--- src/rtl/alu_pkg.sv ---
// Shared constants for the ALU command sequencer and its benches:
// widths, opcode values and FSM state encoding.
package alu_pkg;

  localparam int DW   = 3;
  localparam int OPW  = 2;
  localparam int RW   = 5;
  localparam int CNTW = 8;

  localparam logic [OPW-1:0] OP_ADD = 2'd0;
  localparam logic [OPW-1:0] OP_SUB = 2'd1;
  localparam logic [OPW-1:0] OP_AND = 2'd2;
  localparam logic [OPW-1:0] OP_OR  = 2'd3;

  localparam logic [2:0] ST_IDLE  = 3'd0;
  localparam logic [2:0] ST_GET_A = 3'd1;
  localparam logic [2:0] ST_GET_B = 3'd2;
  localparam logic [2:0] ST_EXEC  = 3'd3;
  localparam logic [2:0] ST_RESP  = 3'd4;

  typedef enum logic [2:0] {
    SEQ_IDLE  = ST_IDLE,
    SEQ_GET_A = ST_GET_A,
    SEQ_GET_B = ST_GET_B,
    SEQ_EXEC  = ST_EXEC,
    SEQ_RESP  = ST_RESP
  } seq_state_e;

  // States in which a serial beat can be taken.
  function automatic logic accepts_beat(input seq_state_e st);
    return (st == SEQ_IDLE) || (st == SEQ_GET_A) || (st == SEQ_GET_B);
  endfunction

endpackage

--- src/rtl/alu_cmd_sequencer.sv ---
// Serial command front-end for the combinational ALU: collects opcode/A/B
// beats, holds operands on the ALU, captures the answer onto a result port.
module alu_cmd_sequencer
  import alu_pkg::*;
#(
  parameter int DW   = alu_pkg::DW,
  parameter int OPW  = alu_pkg::OPW,
  parameter int RW   = alu_pkg::RW,
  parameter int CNTW = alu_pkg::CNTW
) (
  input  logic            clk,
  input  logic            rst_n,
  input  logic            in_valid,
  output logic            in_ready,
  input  logic [DW-1:0]   in_data,
  input  logic            abort,
  output logic [OPW-1:0]  alu_s,
  output logic [DW-1:0]   alu_a,
  output logic [DW-1:0]   alu_b,
  input  logic [RW-1:0]   alu_ans,
  output logic            res_valid,
  input  logic            res_ready,
  output logic [RW-1:0]   res_data,
  output logic [OPW-1:0]  res_op,
  output logic            busy,
  output logic [CNTW-1:0] op_cnt
);

  seq_state_e      state_q;
  logic [OPW-1:0]  alu_s_q;
  logic [DW-1:0]   alu_a_q;
  logic [DW-1:0]   alu_b_q;
  logic            res_valid_q;
  logic [RW-1:0]   res_data_q;
  logic [OPW-1:0]  res_op_q;
  logic [CNTW-1:0] op_cnt_q;

  logic beat;
  logic unused_in_hi;

  assign beat         = in_valid && accepts_beat(state_q);
  // The opcode beat only carries OPW meaningful bits.
  assign unused_in_hi = ^in_data[DW-1:OPW];

  always_ff @(posedge clk or negedge rst_n) begin
    if (!rst_n) begin
      state_q     <= SEQ_IDLE;
      alu_s_q     <= '0;
      alu_a_q     <= '0;
      alu_b_q     <= '0;
      res_valid_q <= 1'b0;
      res_data_q  <= '0;
      res_op_q    <= '0;
      op_cnt_q    <= '0;
    end else if (abort) begin
      // Flush: operands stay on the ALU, any offered beat is dropped.
      state_q     <= SEQ_IDLE;
      res_valid_q <= 1'b0;
    end else begin
      unique case (state_q)
        SEQ_IDLE: begin
          if (beat) begin
            alu_s_q <= in_data[OPW-1:0];
            state_q <= SEQ_GET_A;
          end
        end
        SEQ_GET_A: begin
          if (beat) begin
            alu_a_q <= in_data;
            state_q <= SEQ_GET_B;
          end
        end
        SEQ_GET_B: begin
          if (beat) begin
            alu_b_q <= in_data;
            state_q <= SEQ_EXEC;
          end
        end
        SEQ_EXEC: begin
          res_data_q  <= alu_ans;
          res_op_q    <= alu_s_q;
          res_valid_q <= 1'b1;
          state_q     <= SEQ_RESP;
        end
        SEQ_RESP: begin
          if (res_valid_q && res_ready) begin
            res_valid_q <= 1'b0;
            op_cnt_q    <= op_cnt_q + 1'b1;
            state_q     <= SEQ_IDLE;
          end
        end
        default: state_q <= SEQ_IDLE;
      endcase
    end
  end

  assign in_ready  = accepts_beat(state_q);
  assign busy      = (state_q != SEQ_IDLE);
  assign alu_s     = alu_s_q;
  assign alu_a     = alu_a_q;
  assign alu_b     = alu_b_q;
  assign res_valid = res_valid_q;
  assign res_data  = res_data_q;
  assign res_op    = res_op_q;
  assign op_cnt    = op_cnt_q;

endmodule

--- config.mk ---
export PLATFORM = sky130hd
export DESIGN_NAME = alu_cmd_sequencer
export DESIGN_NICKNAME = d
export VERILOG_FILES = /design/src/rtl/alu_pkg.sv /design/src/rtl/alu_cmd_sequencer.sv
export SDC_FILE = /design/constraint.sdc
export NUM_CORES = 1
export LEC_CHECK = 0
export CAP_MARGIN = 10
export CORE_UTILIZATION = 48
export CTS_CLUSTER_DIAMETER = 100
export DETAILED_ROUTE_END_ITERATION = 10
export HOLD_SLACK_MARGIN = 0.1
export PLACE_DENSITY = 0.89
export SLEW_MARGIN = 10
export SYNTH_ARGS = -nofsm -noshare
export SYNTH_HDL_FRONTEND = slang
export SYNTH_SLANG_ARGS = --single-unit
--- constraint.sdc ---
create_clock -name clk -period 2.39 [get_ports clk]
set_clock_uncertainty 0.1 [all_clocks]
set_input_delay 0.478 -clock clk [delete_from_list [all_inputs] [get_ports clk]]
set_output_delay 0.478 -clock clk [all_outputs]
set_load 0.01 [all_outputs]
==> impl_metrics.csv <==
group,metric,value,unit
drt,drc,0,
drt,final_antenna_net_count,0,
sta,rsz0062_at_grt,"no",
critical_path,worstPathMaxFanout,11,
critical_path,regToRegSetupSlack,0.65,ns
power_and_ir_drop,cellLeakagePower,0.7235,nW
clock_network,clk_pin_slew_worst_paths,0.15,ns
global_routing,overflow,0,
clock_network,cts_tree,"yes",
global_routing,grt_pass1_wl,4.057,mm
synthesis,synth-main-ff-cell,"dfrtp_1",
global_routing,grt_antenna_before_repair,0,
power_and_ir_drop,pwr_density_cell,651.5,nW/um^2
drt,wl_per_cell,14.20,microns
clock_network,htreeDepth,1,
critical_path,worstPathRequired,1.81,ns
global_routing,grt_max_degree,28,
clock_network,clock_sinks,27,
drt,viasPerCell,5.420,
synthesis,synth.top_cell.area_share,0.5631,
synthesis,yosys_warnings,0,
synthesis,syn_nets,108,
synthesis,yosysTopAreaCell,"dfrtp_1",
synthesis,ys_ff_latch,27,
cells_and_area,insertedDiodeCount,0,
drt,drtIter0Drc,19,
floorplan,ios,39,
placed_design,port-buffer-count,38,
floorplan,dieArea,2703,sq um
synthesis,ys_seq_area_frac,0.5631,
cells_and_area,num-fill-cells,168,
critical_path,cpPeakStageDelay,0.51,ns
sta,setup_ws,0.08772,ns
synthesis,syn_avg_cell_area,12.76,sq um
drt,routed_wl,2.300,mm
critical_path,path_cells,"or3_1, clkdlybuf4s50_1",
cells_and_area,final_layout_size_suffix_gt1_frac,0.2015,
drt,first_pass_iters,4,
synthesis,synth_edf_count,0,
floorplan,die-width,52.00,microns
synthesis,synth_cell_types,30,
sta,hold_viol,0,
clock_network,cts_root_buffer,"clkbuf_4",
worst_hold_path,hp-class,"register to register",
sta,tns,0,ns
clock_network,insertion_delay,0.33,ns
cells_and_area,final_nets,149,
sta,layout_min_cycle_time,2.302,ns
floorplan,start_util,0.5272,
power_and_ir_drop,ir_drop,0.5646,mV
critical_path,end_kind,"primary output",
cells_and_area,areaGrowthSynthToFinish,35.97,%
clock_network,cts_hold_buf,0,
sta,setup_viol,0,
clock_network,clock_path_buffers,2,
critical_path,crit_path_top_delay_cell,"dfrtp_1",
sta,whs,0.3814,ns
critical_path,criticalPathCategory,"register to primary output",
sta,max_freq,434.4,MHz
critical_path,start_kind,"register",
placed_design,place_ws,0.2266,ns
floorplan,core-area,2276,sq um
floorplan,rows,17,
floorplan,fp.dieH,52.00,microns
sta,worst_pin_slew,0.4408,ns
cells_and_area,layout_common_cells,"38 x clkdlybuf4s50_1, 26 x dfrtp_1, 15 x mux2_2",
placed_design,place.gp.congestion,0.7410,
critical_path,worst_ep_arrival_time,1.72,ns
sta,fin_crit_sh,0.9633,
synthesis,async_flop_share,1.000,
run,maxCapViolCount,0,
global_routing,grt_pass1_vias,952,
synthesis,synth_area_leaders,"dfrtp_1 56%, mux2_2 14%, xor2_1 3.6%, nor3_1 2.5%, a21oi_1 1.7%",
global_routing,track_usage,0.2017,
sta,relSlewSlack,0.7039,
placed_design,dp_hpwl,1.677,mm
cells_and_area,finish.utilization,0.7169,
synthesis,syn_area,1200,sq um
sta,drv_slew,0,
cells_and_area,final_common_cell,"clkdlybuf4s50_1",
drt,vias,878,
clock_network,cts_made_buffers,3,
outcome,outcome,"finished clean",
synthesis,postSynthCellCount,94,
==> what timing repair did <==
item                       in CTS  in global routing
gates resized for setup         0                  1
setup endpoints to repair       0                  1
buffers inserted                0                  0
==> final timing paths <==
path | start | to | depth (start not counted)
worst max-delay path | state_q[1] | busy | 2
max in group asynchronous | rst_n | state_q[2] | 2
worst min-delay path | op_cnt[7] | op_cnt[7] | 1
worst max register to register | state_q[1] | op_cnt[1] | 3
worst min register to register | op_cnt[7] | op_cnt[7] | 1
min in group asynchronous | rst_n | op_cnt[2] | 2
==> cell usage after synthesis (2+ instances only) <==
master    number
nor3_1         6
dfrtp_1       27
xor2_1         5
nand3_1        2
inv_1          3
a21oi_1        4
xnor2_1        2
nor2_1         4
nand4b_1       2
nand2_1        4
nand4_1        2
mux2_2        15
==> power by group <==
part           switching [W]  total, W  leakage, nW  internal, W
logic               0.000103  0.000292        0.364     0.000189
registers          0.0000415  0.000567        0.341     0.000525
clock network       0.000142  0.000204       0.0177    0.0000629
total               0.000286   0.00106        0.723     0.000777
==> state kept, by name, indices dropped and copies added (netlist names) <==
signal     flops
alu_a          3
alu_b          3
alu_s          2
op_cnt         8
res_data       5
res_op         2
res_valid      1
state_q        3
==> stage by stage <==
stage | power [W] | cells | instance area [sq um]
CTS | 0.001076 | 162 | 1630
detailed placement | 0.0008693 | 158 | 1603
floorplan | 0.0006838 | 94 | 1200
finish | 0.001063 | 162 | 1632
global route | 0.001115 | 162 | 1632
global placement | 0.0008612 | 158 | 1603
==> metal layers <==
| metal | global-route usage | vias up | part of all wire |
|---|---|---|---|
| met1 | 0.2732 | 424 | 0.45 |
| li1 | - | 415 | - |
| met4 | 0.05405 | 0 | 0.0091 |
| met3 | 0.04386 | 2 | 0.063 |
| met2 | 0.3248 | 37 | 0.48 |
| met5 | 0 | - | 0 |
==> area by class of cell <==
class	instances	area, sq um	area share
inverters	3	11.26	0.006902
clock buffers	3	22.52	0.01380
multi-input cells	60	485.5	0.2975
flip-flops and latches	27	676.9	0.4149
clock inverters	1	5.005	0.003067
well taps	28	35.03	0.02147
repair buffers	40	395.4	0.2423
==> kinds of logic (layout without fill, tap and decap cells) <==
group                      count (synthesis)  in the layout  synth area share
adders and majority gates                  1              1           0.01043
xor gates and xnor gates                   7              7           0.05110
muxes                                     16             16            0.1502
DFF                                       27             27            0.5631
AOI/OAI and AO/OA                          8              8           0.04589
and+or+nand+nor                           28             28            0.1470
buffers and inverters                      7             47           0.03232
==> critical path: cells and delay by family (launching register included) <==
family                 cells  cell delay (ns)
buffers and inverters      1             0.49
DFF                        1             0.51
and+or+nand+nor            1             0.39
Note: power is estimated with default switching activity, not from simulation.
==> patch: new RTL, same flow settings <==
`RW`: 5 -> 10.
--- a/src/rtl/alu_pkg.sv
+++ b/src/rtl/alu_pkg.sv
@@ -5,5 +5,5 @@
   localparam int DW   = 3;
   localparam int OPW  = 2;
-  localparam int RW   = 5;
+  localparam int RW   = 10;
   localparam int CNTW = 8;
 
Interface: changed (resized alu_ans and res_data); port bits go from 39 to 49. No check against the original RTL was run, so the function may have changed too.
==> patch against the original RTL <==
First-iteration DRC count fell by 47%; total power rose by 41%; sequential cell count rose by 5; global-route usage fell by 0.97 points; cell area rose by 24%; sequential share of layout area fell by 1.7 points; critical path type unchanged; routed wire length rose by 22%; synthesized area rose by 18%; maximum frequency fell by 0.70%; sequential power rose by 22%; setup slack got worse by 16 ps; non-clock buffer count rose by 14.
==> patch: results (changes against the original RTL) <==
Placed design
  • DP HPWL: 1.99 mm (+19%)
  • Port Buffer Count: 48 (+26%)
  • Gp weighted congestion: 0.761 (+2.7%)
  • DP Cell Count: 183 (+16%)

Worst setup path
  • Flop2flop setup slack: 580 ps (-70 ps)
  • Worst r2r path cells: 4 (+1)
  • Critical-path maximum fanout: 7 (-4)
  • Reg-to-reg critical path endpoint: alu_b[0]

Synth
  • Synth top area cells: dfrtp_1 57%, mux2_2 14%, mux2_4 3.2%, xnor2_1 2.5%, xor2_1 1.9%
  • Synth cell types: 32 (+6.7%)
  • Seq/Total Area, Yosys: 56.8% (+0.48 points)
  • Syn Inst Count: 105 (+12%)

Global route
  • First-pass GRT wire length: 4.54 mm (+12%)
  • Largest net degree at the start of global routing: 33 (+18%)

Final layout
  • # fillers: 209 (+24%)
  • Largest register FFs: 10 (+2)
  • Non-filler cells, final: 194 (+20%)
  • Share of cells above drive strength 1: 25.2% (+5.0 points)

Timing
  • Worst-Margin Slew: 396 ps (-45.1 ps)

Clocking
  • H-Tree Depth: 2 (+1)
  • CTS buffer count: 5 (+2)
  • Clock slew at reported path FFs: 100 ps (-50 ps)

Route
  • Routed vias/inst: 5.24 (-3.4%)
  • Detailed Route Iter0 Violations: 10 (-9)

Power
  • Internal power: 0.00111 W (+43%)
  • Peak VDD IR: 0.000768 V (+36%)

Outcome
  • Status: complete, no violations
-- patch: cell types whose count changed in the layout (fill, tap and decap cells not counted), moves of 3 or more --
cell	before	now
dfrtp_1	26	30
mux2_2	15	18
nor3_1	6	2
clkdlybuf4s50_1	38	48
and2_1	0	3
mux2_4	0	3
buf_4	2	6
-- patch: per-stage QoR --
step	cell area, sq um	total power [W]	setup slack, ps	utilization (%)
final	2020	0.00149	71.4	72.6
after global routing	2020	0.00156	14.6	72.6
after CTS	2000	0.00150	27.3	71.7
after detailed placement	1910	0.00109	171	68.8
after global placement	1910	0.00107	208	68.8
after floorplan	1410	0.000843	675	-
-- patch: how the worst min path moves through the flow --
stage / from / end / slack [ps] / cells after the start
2_1_floorplan: rst_n / alu_a[0] / 80 / 0
3_3_place_gp: op_cnt[7] / op_cnt[7] / 360 / 1
3_5_place_dp: op_cnt[7] / op_cnt[7] / 360 / 1
4_1_cts: op_cnt[7] / op_cnt[7] / 380 / 1
5_1_grt: op_cnt[7] / op_cnt[7] / 400 / 1
6_report: op_cnt[7] / op_cnt[7] / 370 / 1
-- patch: layer usage --
| layer | track usage [%] | vias to the layer above | wire [microns] |
|---|---|---|---|
| li1 | - | 483 | - |
| met2 | 31.6 | 33 | 1410 |
| met4 | 9.41 | 0 | 66 |
| met5 | 0 | - | 0 |
| met1 | 23.3 | 493 | 1170 |
| met3 | 5.12 | 7 | 148 |
-- patch: what timing repair did --
action | in CTS | in global routing
gates cloned | 0 | 0
endpoints found under the setup margin | 1 | 1
setup buffers | 0 | 3
gates resized for setup | 1 | 1
-- patch: layout make-up --
cell class	count	area share [%]
multi-input cells	64	27.4
clock buffers	5	1.86
clock inverters	3	2.11
well taps	31	1.92
flip-flops and latches	32	39.8
repair buffers	54	26.0
inverters	5	0.929
-- patch: kinds of logic after synthesis --
kind of cell	synth area share (%)
muxes	17.6
adders and majority gates	0.887
DFF	56.8
AOI/OAI and AO/OA	3.11
xor gates and xnor gates	4.35
buffers and inverters	3.99
and+or+nand+nor	13.3
-- patch: power groups by stage --
stage	Sequential (W)	Combinational (W)	Clock (W)
2_1_floorplan	0.000731	0.000112	0
3_3_place_gp	0.000694	0.000381	0
3_5_place_dp	0.000698	0.000391	0
4_1_cts	0.000690	0.000392	0.000420
5_1_grt	0.000702	0.000415	0.000439
6_report	0.000689	0.000391	0.000415
-- patch: critical path: cells and delay by family (launching register included) --
family | cells | cell delay (ps)
buf+inv | 1 | 490
flops | 1 | 460
simple gates | 1 | 450
